[config.mk]
export PLATFORM = sky130hd
export DESIGN_NAME = edge_line_cache
export DESIGN_NICKNAME = d
export VERILOG_FILES = /design/src/rtl/edge_line_cache.sv
export SDC_FILE = /design/constraint.sdc
export NUM_CORES = 1
export LEC_CHECK = 0
export CORE_MARGIN = 5
export CORE_UTILIZATION = 66
export CTS_BUF_LIST = sky130_fd_sc_hd__clkbuf_4
export CTS_CLUSTER_DIAMETER = 150
export CTS_CLUSTER_SIZE = 12
export DETAILED_ROUTE_END_ITERATION = 8
export MAX_ROUTING_LAYER = met4
export PLACE_DENSITY_LB_ADDON = 0.08
export SETUP_SLACK_MARGIN = 0.1
export SYNTH_ARGS = -nofsm -noshare
export SYNTH_HDL_FRONTEND = slang
export SYNTH_SLANG_ARGS = --single-unit
[constraint.sdc]
create_clock -name clock -period 15.5 [get_ports clock]
set_input_delay 2.325 -clock clock [delete_from_list [all_inputs] [get_ports clock]]
set_output_delay 2.325 -clock clock [all_outputs]
set_load 0.005 [all_outputs]
[src/rtl/edge_line_cache.sv]
// edge_line_cache: direct-mapped cache that looks up adjacency-matrix edge
// weights. Each query resolves in a hit/out-of-range path of two cycles, or
// in a miss path that reads the weight from memory and fills the line.
// Optional feature: define EDGE_CACHE_STATS_EN to add saturating hit/miss counters.

`ifndef DEFAULT_MAX_NODES
`define DEFAULT_MAX_NODES 256
`endif
`ifndef DEFAULT_INDEX_WIDTH
`define DEFAULT_INDEX_WIDTH 8
`endif
`ifndef DEFAULT_VALUE_WIDTH
`define DEFAULT_VALUE_WIDTH 16
`endif
`ifndef DEFAULT_MADDR_WIDTH
`define DEFAULT_MADDR_WIDTH 16
`endif
`ifndef DEFAULT_MDATA_WIDTH
`define DEFAULT_MDATA_WIDTH 32
`endif

module edge_line_cache #(
    parameter int MAX_NODES   = `DEFAULT_MAX_NODES,
    parameter int INDEX_WIDTH = `DEFAULT_INDEX_WIDTH,
    parameter int VALUE_WIDTH = `DEFAULT_VALUE_WIDTH,
    parameter int MADDR_WIDTH = `DEFAULT_MADDR_WIDTH,
    parameter int MDATA_WIDTH = `DEFAULT_MDATA_WIDTH,
    parameter int LINES       = 16
) (
    input  logic                   clock,
    input  logic                   reset,
    input  logic [MADDR_WIDTH-1:0] base_address,
    input  logic [INDEX_WIDTH-1:0] number_of_nodes,
    input  logic                   flush,
    input  logic                   query_enable,
    input  logic [INDEX_WIDTH-1:0] from_node,
    input  logic [INDEX_WIDTH-1:0] to_node,
    output logic                   query_ready,
    output logic [MADDR_WIDTH-1:0] mem_addr,
    input  logic [MDATA_WIDTH-1:0] mem_data,
    output logic                   mem_read_enable,
    input  logic                   mem_read_ready,
    output logic                   ready,
    output logic [VALUE_WIDTH-1:0] edge_value
`ifdef EDGE_CACHE_STATS_EN
    ,
    output logic [15:0]            hit_count,
    output logic [15:0]            miss_count
`endif
);

    localparam int LINE_BITS  = $clog2(LINES);
    localparam int EDGE_WIDTH = 2 * INDEX_WIDTH;

    // MAX_NODES documents the supported graph size; the index width bounds it.
    localparam int unused_max_nodes = MAX_NODES;

    typedef enum logic [1:0] {
        IDLE,
        LOOKUP,
        FETCH,
        RESPOND
    } state_t;

    state_t                 state;
    logic [EDGE_WIDTH-1:0]  req_index;
    logic                   req_out_of_range;
    logic [MADDR_WIDTH-1:0] stored_base;
    logic [INDEX_WIDTH-1:0] stored_nodes;
    logic [LINES-1:0]       line_valid;
    logic [EDGE_WIDTH-1:0]  line_tag  [LINES];
    logic [VALUE_WIDTH-1:0] line_data [LINES];
    logic                   fill_cancelled;

    logic                   accept;
    logic                   config_changed;
    logic                   lookup_hit;
    logic                   fill_write;
    logic [EDGE_WIDTH-1:0]  new_index;
    logic                   new_out_of_range;
    logic [LINE_BITS-1:0]   req_line;
    logic [MDATA_WIDTH-1:0] unused_mem_data;

    assign unused_mem_data  = mem_data;
    assign query_ready      = (state == IDLE);
    assign accept           = query_enable && query_ready;
    assign new_index        = EDGE_WIDTH'(from_node) * EDGE_WIDTH'(number_of_nodes)
                            + EDGE_WIDTH'(to_node);
    assign new_out_of_range = (from_node >= number_of_nodes) || (to_node >= number_of_nodes);
    assign config_changed   = (base_address != stored_base) || (number_of_nodes != stored_nodes);
    assign req_line         = req_index[LINE_BITS-1:0];
    assign lookup_hit       = line_valid[req_line] && (line_tag[req_line] == req_index);
    // A flush seen at any point of the fetch, including the completing edge, blocks the fill.
    assign fill_write       = (state == FETCH) && mem_read_ready && !flush && !fill_cancelled;

    // Query sequencing, memory handshake, result registers and line valid bits.
    always_ff @(posedge clock or negedge reset) begin
        if (!reset) begin
            state            <= IDLE;
            req_index        <= '0;
            req_out_of_range <= 1'b0;
            stored_base      <= '0;
            stored_nodes     <= '0;
            line_valid       <= '0;
            fill_cancelled   <= 1'b0;
            mem_addr         <= '0;
            mem_read_enable  <= 1'b0;
            ready            <= 1'b0;
            edge_value       <= '0;
        end else begin
            ready <= 1'b0;
            case (state)
                IDLE: begin
                    if (accept) begin
                        req_index        <= new_index;
                        req_out_of_range <= new_out_of_range;
                        stored_base      <= base_address;
                        stored_nodes     <= number_of_nodes;
                        state            <= LOOKUP;
                    end
                end
                LOOKUP: begin
                    if (req_out_of_range) begin
                        edge_value <= '1;
                        ready      <= 1'b1;
                        state      <= RESPOND;
                    end else if (lookup_hit) begin
                        edge_value <= line_data[req_line];
                        ready      <= 1'b1;
                        state      <= RESPOND;
                    end else begin
                        mem_addr        <= stored_base + MADDR_WIDTH'(req_index);
                        mem_read_enable <= 1'b1;
                        fill_cancelled  <= 1'b0;
                        state           <= FETCH;
                    end
                end
                FETCH: begin
                    if (flush) begin
                        fill_cancelled <= 1'b1;
                    end
                    if (mem_read_ready) begin
                        edge_value      <= mem_data[VALUE_WIDTH-1:0];
                        mem_read_enable <= 1'b0;
                        ready           <= 1'b1;
                        state           <= RESPOND;
                    end
                end
                RESPOND: begin
                    state <= IDLE;
                end
                default: begin
                    state <= IDLE;
                end
            endcase

            if (flush || (accept && config_changed)) begin
                line_valid <= '0;
            end else if (fill_write) begin
                line_valid[req_line] <= 1'b1;
            end
        end
    end

    // Tag and data storage; contents are meaningless until the valid bit is set.
    always_ff @(posedge clock) begin
        if (fill_write) begin
            line_tag[req_line]  <= req_index;
            line_data[req_line] <= mem_data[VALUE_WIDTH-1:0];
        end
    end

`ifdef EDGE_CACHE_STATS_EN
    // Saturating hit/miss counters, updated when an in-range lookup resolves.
    always_ff @(posedge clock or negedge reset) begin
        if (!reset) begin
            hit_count  <= '0;
            miss_count <= '0;
        end else if (state == LOOKUP && !req_out_of_range) begin
            if (lookup_hit) begin
                if (hit_count != 16'hFFFF) begin
                    hit_count <= hit_count + 16'd1;
                end
            end else begin
                if (miss_count != 16'hFFFF) begin
                    miss_count <= miss_count + 16'd1;
                end
            end
        end
    end
`endif

endmodule

# After elaboration in Yosys (flattened, before gate mapping)
# Memories as Yosys holds them, arrays and structs flattened.
# Cells that the tools add are included.
[classes] mux=29 eq_ne=12 order_cmp=4 add_sub_neg=2 n_reduce_logical=21 bitwise_logic=3 multipliers=1
[ops] op="$mux 16" n=5
[ops] op="$pmux 16 s2" n=1
[ops] op="$add 16x16->16" n=1
[ops] op="$add 16x8->16" n=1
[ops] op="$eq 16x16->1" n=1
[ops] op="$ge 8x8->1" n=2
[ops] op="$mul 8x8->16" n=1
[ops] op="$ne 16x16->1" n=1
[ops] op="$or 16x16->16" n=1
[ops] op="$mux 1" n=15
[ops] op="$ne 2x2->1 const B" n=4
[ops] op="$ne 8x8->1" n=1
[ops] op="$pmux 2 s4" n=1
[ops] op="$reduce_and 4->1" n=2
[ops] op="$logic_and 1x1->1" n=7
[ops] op="$pmux 1 s2" n=3
[ops] op="$reduce_and 3->1" n=2
[ops] op="$lt 4x5->1 const B" n=1
[ops] op="$bmux 1 s4" n=1
[ops] op="$demux 1 s4" n=1
[ops] op="$eq 2x2->1 const B" n=2
[ops] op="$ge 4x1->1 const B" n=1
[ops] op="$mux 2" n=2
[ops] op="$reduce_and 2->1" n=2
[ops] op="other kinds (8)" n=13
[word_totals] output_inout_bits=35 inputBits=77 wordCells=85 mem_bits_rw=512 regBits=94 memories=2
[memory_table] memory="line_data" depth=16 word_bits=16 rd=1 rd_clocked_by_memory_dff=0 write_ports=1 line="72" text="logic [VALUE_WIDTH-1:0] line_data [LINES];"
[memory_table] memory="line_tag" depth=16 word_bits=16 rd=1 rd_clocked_by_memory_dff=0 write_ports=1 line="71" text="logic [EDGE_WIDTH-1:0] line_tag [LINES];"

# Longest topological paths before layout
# Gate-level depths: netlist (run 1).
[depth] depth_word=7 mapped_depth=20 ltp_nobuf=19

# Worst setup path before layout (run 1)
# No wires, ideal clock.
[synth_path] kind="input-to-reg" from="in number_of_nodes[0]" to="reg req_index[15]" t_arrival_ps=6298 slack_ps=9066 setup_time_ps=136 required_ps=15364 n_path_buf=1 stages=20 path_cell_list="clkbuf_1 nand2_1 fa_1 inv_1 ha_1 ha_1 inv_1 fa_1 inv_1 ha_1 fa_1 a21o_1 a21oi_1 nor2b_1 o21a_1 o22ai_1 o21ai_0 o41ai_1 xnor2_1 o21ai_0"
[synth_via] elab_chain_len=2
[synth_lines] element="start, declared" line="33" text="input logic [INDEX_WIDTH-1:0] number_of_nodes,"
[synth_lines] element="$mul 8x8->16" line="87" text="assign new_index = EDGE_WIDTH'(from_node) * EDGE_WIDTH'(number_of_nodes)"
[synth_lines] element="$add 16x8->16" line="88" text="+ EDGE_WIDTH'(to_node);"
[synth_lines] element="end signal, assigned" line="115" text="req_index <= new_index;"
[synth_lines] element="end, declared" line="66" text="logic [EDGE_WIDTH-1:0] req_index;"
# Every way passes these cells.
# A chain may end at the register's enable or synchronous reset.

# Worst setup path after layout (run 1)
# Ends and elaborated chain as after synthesis.

==> results.cfg, run 1 <==
[run_status]
status = complete, no violations

[cells_and_area]
nNetsFinal = 1892
drive_gt1_share_pct = 20.1
finalNonFillerCells = 2273
finalInstanceArea_um2 = 29500
area_growth_pct = 8.97

[setup_path]
worstPathRequired_ns = 16.17
r2r-end = edge_value[12]$_DFFE_PN0P_
worstSetupPathType = primary input to flop
crit_path_start_kind = primary input
cp-startpoint = number_of_nodes[0]
endpoint = req_index[15]$_DFFE_PN0P_
worstReg2RegStart = req_index[0]$_DFFE_PN0P_
worst-path-max-fanout = 12
reg2reg_depth = 10
end_kind = flop
cp.arrival_ns = 7.20
r2r_slack_ns = 10.09

[placement]
pre_cts_ws_ns = 8.11
hpwl_um = 34400
io_buffer_count = 95
place_congestion = 0.818
dp_cells = 2166
dpl_cell_area_um2 = 28700

[detailed_routing]
vias_per_cell = 6.25
num_vias = 14200
drt-initial-drc-count = 1366
wirelength_um = 57200
wl_per_cell_um = 25.2
drc = 0
dr.pass1.iters = 5
drtAntennaViolNets = 0

[sta]
max_slew_margin_pct = 18.4
period_share_pct = 42.2
max_freq_ghz = 0.153
rsz0062_at_grt = false
drv_slew = 0
period_needed_ns = 6.54
fin_ws_ns = 8.96
hold_viol_final = 0
fin_tns_setup_ns = 0
tightest_slew_ns = 1.22
final-setup-viol-count = 0
skew_ns = 0.0497

[clock_tree]
clkSinkCount = 606
postCtsSetupRepairBufs = 0
numCtsBuffers = 56
clock_latency_ns = 0.84
cts-root-buf = clkbuf_4
postCtsHoldBufs = 0
clkSlewWorstSetupHoldPaths_ns = 0.12
h-tree-depth = 2
cts_tree = yes
cts_resized = 0
cts.path.max_buffers = 3

[grt]
grt_pass1_wl_um = 87100
grt_overflow = 0
grt_usage_pct = 26.7
grt_max_degree = 124
grt_pass1_vias = 14800
antenna_found_initial = 2

[synthesis]
synth_edf_count = 512
avgSynthCellArea_um2 = 17.2
async_reset_ff_share_pct = 15.5
synthSimpleGateAreaFrac_pct = 4.41
synthMuxAreaShare_pct = 15.2
synth.cell_area_um2 = 27100
synth_top_family_by_area = multiplexers
synth_compound_area_share_pct = 3.55
yosys_warnings = 0
synth-seq-cells = 606
synth_adder_area_share_pct = 6.92
ys_dominant_reg_cell = edfxtp_1
yosysSeqAreaShare_pct = 65.4
synth-xor-area-share_pct = 2.04
synth_cells = 1573
syn_nets = 1773
yosysUniqueCellTypes = 64

[power]
power.leakage_uw = 0.0106
p_per_area_nw_per_um2 = 164
ir_worst_vdd_mv = 0.188

[floorplanning]
coreArea_um2 = 40700
chipHeight_um = 213
die_w_um = 213
io_pins = 112
dieArea_um2 = 45200
start_util_pct = 66.5
num_rows = 74

[run]
maxCapViolCount = 0

[hold_path]
hp-class = flop to flop
## critical path: stages
cell and delay (ns):
clkdlybuf4s50_1 0.80, nand2_1 0.14, fa_1 0.54, inv_1 0.04, ha_1 0.26, ha_1 0.27
inv_1 0.05, fa_1 0.47, inv_1 0.04, ha_1 0.20, fa_1 0.46, a21o_1 0.18
a21oi_1 0.21, nor2b_1 0.07, o21a_1 0.19, o22ai_1 0.19, o21ai_0 0.16, o41ai_1 0.34
xnor2_1 0.17, o21ai_0 0.10
## state kept, by name, summed over array words and instances, names as in the netlist, 8 cells and up
name,cells
edge_value,16
line_data,256
line_tag,256
line_valid,16
mem_addr,16
req_index,16
stored_base,16
stored_nodes,8
## cells by family (layout without fill, tap and decap cells)
logic type | count (synthesis) | count (layout)
AOI/OAI and AO/OA | 154 | 154
xor gates and xnor gates | 63 | 63
adders and majority gates | 123 | 123
buffers and inverters | 156 | 322
DFF | 606 | 606
muxes | 227 | 227
other | 0 | 2
and+or+nand+nor | 244 | 244
## how the worst min path moves through the flow
stage               slack (ns)                    endpoint                        from  cells after the start
floorplan                 0.46  line_valid[13]$_DFFE_PN0P_  line_valid[13]$_DFFE_PN0P_                      1
global placement          0.47  line_valid[14]$_DFFE_PN0P_  line_valid[14]$_DFFE_PN0P_                      1
detailed placement        0.48   line_valid[5]$_DFFE_PN0P_   line_valid[5]$_DFFE_PN0P_                      1
CTS                       0.51   line_valid[5]$_DFFE_PN0P_   line_valid[5]$_DFFE_PN0P_                      1
global route              0.52   line_valid[5]$_DFFE_PN0P_   line_valid[5]$_DFFE_PN0P_                      1
finish                    0.50  line_valid[12]$_DFFE_PN0P_  line_valid[12]$_DFFE_PN0P_                      1
## per-layer routing
metal  track usage (%)  up-vias  part of all wire (%)
li1                  -     6275                     -
met1              36.8     7369                    41
met2              43.4      483                    51
met3              3.60       88                   6.3
met4              7.19        0                   2.3
met5                 -        -                     0
## synth_stat cells, types with 3 or more instances
| cell type | count | area share [%] |
|---|---|---|
| a211oi_1 | 4 | 0.11 |
| a21o_1 | 13 | 0.36 |
| a21oi_1 | 28 | 0.52 |
| a22oi_1 | 3 | 0.083 |
| a31oi_1 | 9 | 0.21 |
| and2_1 | 22 | 0.51 |
| and3_1 | 4 | 0.092 |
| buf_1 | 10 | 0.14 |
| buf_2 | 15 | 0.28 |
| buf_4 | 3 | 0.083 |
| buf_6 | 3 | 0.12 |
| clkbuf_1 | 29 | 0.40 |
| dfrtp_1 | 94 | 8.7 |
| edfxtp_1 | 512 | 57 |
| fa_1 | 45 | 3.3 |
| ha_1 | 78 | 3.6 |
| inv_1 | 92 | 1.3 |
| mux2_2 | 52 | 2.2 |
| mux2_4 | 4 | 0.22 |
| mux2i_1 | 32 | 1.2 |
| mux4_1 | 10 | 0.97 |
| mux4_2 | 127 | 11 |
| nand2_1 | 82 | 1.1 |
| nand2b_1 | 10 | 0.23 |
| nand3_1 | 10 | 0.18 |
| nand3b_1 | 4 | 0.11 |
| nand4_1 | 6 | 0.14 |
| nor2_1 | 57 | 0.79 |
| nor2b_1 | 10 | 0.23 |
| nor3_1 | 12 | 0.22 |
| nor4_1 | 6 | 0.14 |
| o211ai_1 | 3 | 0.083 |
| o21a_1 | 19 | 0.53 |
| o21ai_0 | 53 | 0.98 |
| o22ai_1 | 4 | 0.092 |
| or2_2 | 4 | 0.092 |
| or3_1 | 9 | 0.21 |
| xnor2_1 | 38 | 1.2 |
| xor2_1 | 25 | 0.81 |
## layout make-up
class / instances / area [um^2]
Inverter: 93 / 349
Clock inverter: 2 / 16.3
Antenna cell: 2 / 5.00
Tap cell: 532 / 666
Fill cell: 2566 / 11200
Clock buffer: 103 / 773
Timing Repair Buffer: 124 / 1180
Sequential cell: 606 / 17700
Multi-Input combinational cell: 811 / 8810
## metrics by stage
step | power, uW | utilization [%] | hold slack, ns
3_3_place_gp | 4070 | 70.6 | 0.468
3_5_place_dp | 4110 | 70.6 | 0.476
5_1_grt | 5150 | 72.5 | 0.522
2_1_floorplan | 3560 | - | 0.459
4_1_cts | 4890 | 72.5 | 0.505
6_report | 4850 | 72.5 | 0.503
## cells in the final DEF (no fill, tap or decap), types with 52 or more instances in the layout
| master | netlist | final |
|---|---|---|
| clkbuf_4 | 0 | 103 |
| clkdlybuf4s50_1 | 0 | 94 |
| dfrtp_1 | 94 | 90 |
| edfxtp_1 | 512 | 512 |
| ha_1 | 78 | 78 |
| inv_1 | 92 | 92 |
| mux2_2 | 52 | 52 |
| mux4_2 | 127 | 127 |
| nand2_1 | 82 | 81 |
| o21ai_0 | 53 | 53 |
## power breakdown
group / switching (uW) / total, uW / leakage, uW / internal (uW)
Sequential: 258 / 2240 / 0.00577 / 1980
Clock: 490 / 785 / 0.000478 / 295
Combinational: 894 / 1830 / 0.00435 / 933
Note: power is estimated with default switching activity, not from simulation.
==> inputs of run 2 (changes only) <==
- CORE_UTILIZATION: 66 -> 63
- clock period: 15.5 -> 6.67 ns (I/O delays scaled with it)
==> run 2 against run 1 <==
Against the previous run: clock skew down 0.0072 ns; critical path depth unchanged; setup slack worse by 7.4 ns; largest power group unchanged; combinational power up 130%.
==> results.cfg, run 2 (synthesized netlist as in run 1, its figures left out) <==
[run_status]
status = complete, no violations

[sta]
fin_ws_ns = 1.57
final-setup-viol-count = 0
max_slew_margin_pct = 25.2
max_freq_ghz = 0.196
hold_viol_final = 0
skew_ns = 0.0425
period_needed_ns = 5.10
drv_slew = 0
tightest_slew_ns = 1.12
fin_tns_setup_ns = 0
period_share_pct = 76.5
rsz0062_at_grt = false

[grt]
grt_pass1_wl_um = 88600
antenna_found_initial = 2
grt_overflow = 0
grt_usage_pct = 25.7
grt_pass1_vias = 14700
grt_max_degree = 91

[detailed_routing]
wl_per_cell_um = 25.0
top_layer = met4
dr.pass1.iters = 5
wirelength_um = 57300
drc = 0
num_vias = 14200
drtAntennaViolNets = 0
routed-wl-met2_um = 29200
met3WireLength_um = 3390
drt-initial-drc-count = 1267
vias_per_cell = 6.19
wl_met1_um = 23500

[setup_path]
end_kind = flop
worst-path-max-fanout = 12
crit_path_start_kind = primary input
worstPathRequired_ns = 7.41
worstSetupPathType = primary input to flop
cp.arrival_ns = 5.84

[power]
p_seq_share_pct = 45.9
comb_power_share_pct = 37.6
ir_worst_vdd_mv = 0.279
switchingPower_uw = 3820
p_per_area_nw_per_um2 = 383
power.leakage_uw = 0.0106
clkPwrFrac_pct = 16.5
internal_power_uw = 7520
swShare_pct = 33.7

[floorplanning]
chipHeight_um = 217
coreArea_um2 = 42800
num_rows = 76
die_w_um = 217
dieArea_um2 = 47300
io_pins = 112
start_util_pct = 63.3

[run]
maxCapViolCount = 0

[clock_tree]
cts-root-buf = clkbuf_4
clkSinkCount = 606
postCtsHoldBufs = 0
numCtsBuffers = 56
clkSlewWorstSetupHoldPaths_ns = 0.17
cts.path.max_buffers = 3
postCtsSetupRepairBufs = 0
h-tree-depth = 2
clock_latency_ns = 0.86
cts_resized = 0
cts_tree = yes

[cells_and_area]
finalNonFillerCells = 2293
top_regs = line_data (256), line_tag (256)
nNetsFinal = 1896
layout_commonest_cell = edfxtp_1
mostFrequentLayoutCells = edfxtp_1, mux4_2, clkbuf_4, clkdlybuf4s50_1, inv_1
drive_gt1_share_pct = 20.4
area_growth_pct = 9.31
fin_util_pct = 69.2

[placement]
dp_cells = 2184
hpwl_um = 34500
io_buffer_count = 95
pre_cts_ws_ns = 0.654
place_congestion = 0.802

[hold_path]
hp-class = primary input to async pin
[run 2: final cells by class]
type / instances / area (um^2)
flip-flops and latches: 606 / 17700
fillers: 2835 / 13200
multi-input cells: 811 / 8810
repair buffers: 128 / 1220
clock buffers: 104 / 781
well taps: 546 / 683
inverters: 93 / 349
clock inverters: 2 / 38.8
diodes: 3 / 7.51
[run 2: final timing paths]
kind	startpoint	depth (start not counted)	slack, ns	to
worst max-delay path	number_of_nodes[0]	20	1.57	req_index[15]$_DFFE_PN0P_
worst min-delay path	reset	1	0.09	stored_base[13]$_DFFE_PN0P_
worst max register to register	req_index[0]$_DFFE_PN0P_	10	1.96	edge_value[0]$_DFFE_PN0P_
worst min register to register	edge_value[6]$_DFFE_PN0P_	1	0.50	edge_value[6]$_DFFE_PN0P_
max in group asynchronous	reset	2	5.20	req_index[1]$_DFFE_PN0P_
min in group clock	edge_value[6]$_DFFE_PN0P_	1	0.50	edge_value[6]$_DFFE_PN0P_
[run 2: critical path: stages]
cell and delay [ns]:
clkdlybuf4s50_1 0.78, nand2_1 0.15, fa_1 0.53, inv_1 0.04, ha_1 0.26, ha_1 0.28, inv_1 0.05, fa_1 0.47
inv_1 0.04, ha_1 0.21, fa_1 0.46, a21o_1 0.17, a21oi_1 0.21, nor2b_1 0.07, o21a_1 0.18, o22ai_1 0.18
o21ai_0 0.16, o41ai_1 0.33, xnor2_1 0.16, o21ai_0 0.09
[run 2: per-stage QoR]
stage	total power [uW]	hold slack, ns	cell area [um^2]
after floorplan	8260	0.459	27100
after global placement	9490	0.468	28800
after detailed placement	9610	0.474	28800
after CTS	11500	0.0322	29600
after global routing	12100	0.0367	29600
final	11300	0.0885	29600
[run 2: layer usage]
metal  global-route usage, %  vias to the layer above
li1                        -                     6291
met4                    6.19                        0
met5                       -                        -
met2                    41.5                      413
met1                    35.3                     7436
met3                    4.08                       62
[run 2: power groups by stage]
stage	Sequential, uW	Combinational (uW)	Clock, uW
2_1_floorplan	4960	3300	0
5_1_grt	5270	4680	2090
4_1_cts	5220	4320	1920
6_report	5210	4260	1870
3_5_place_dp	5300	4300	0
3_3_place_gp	5280	4220	0
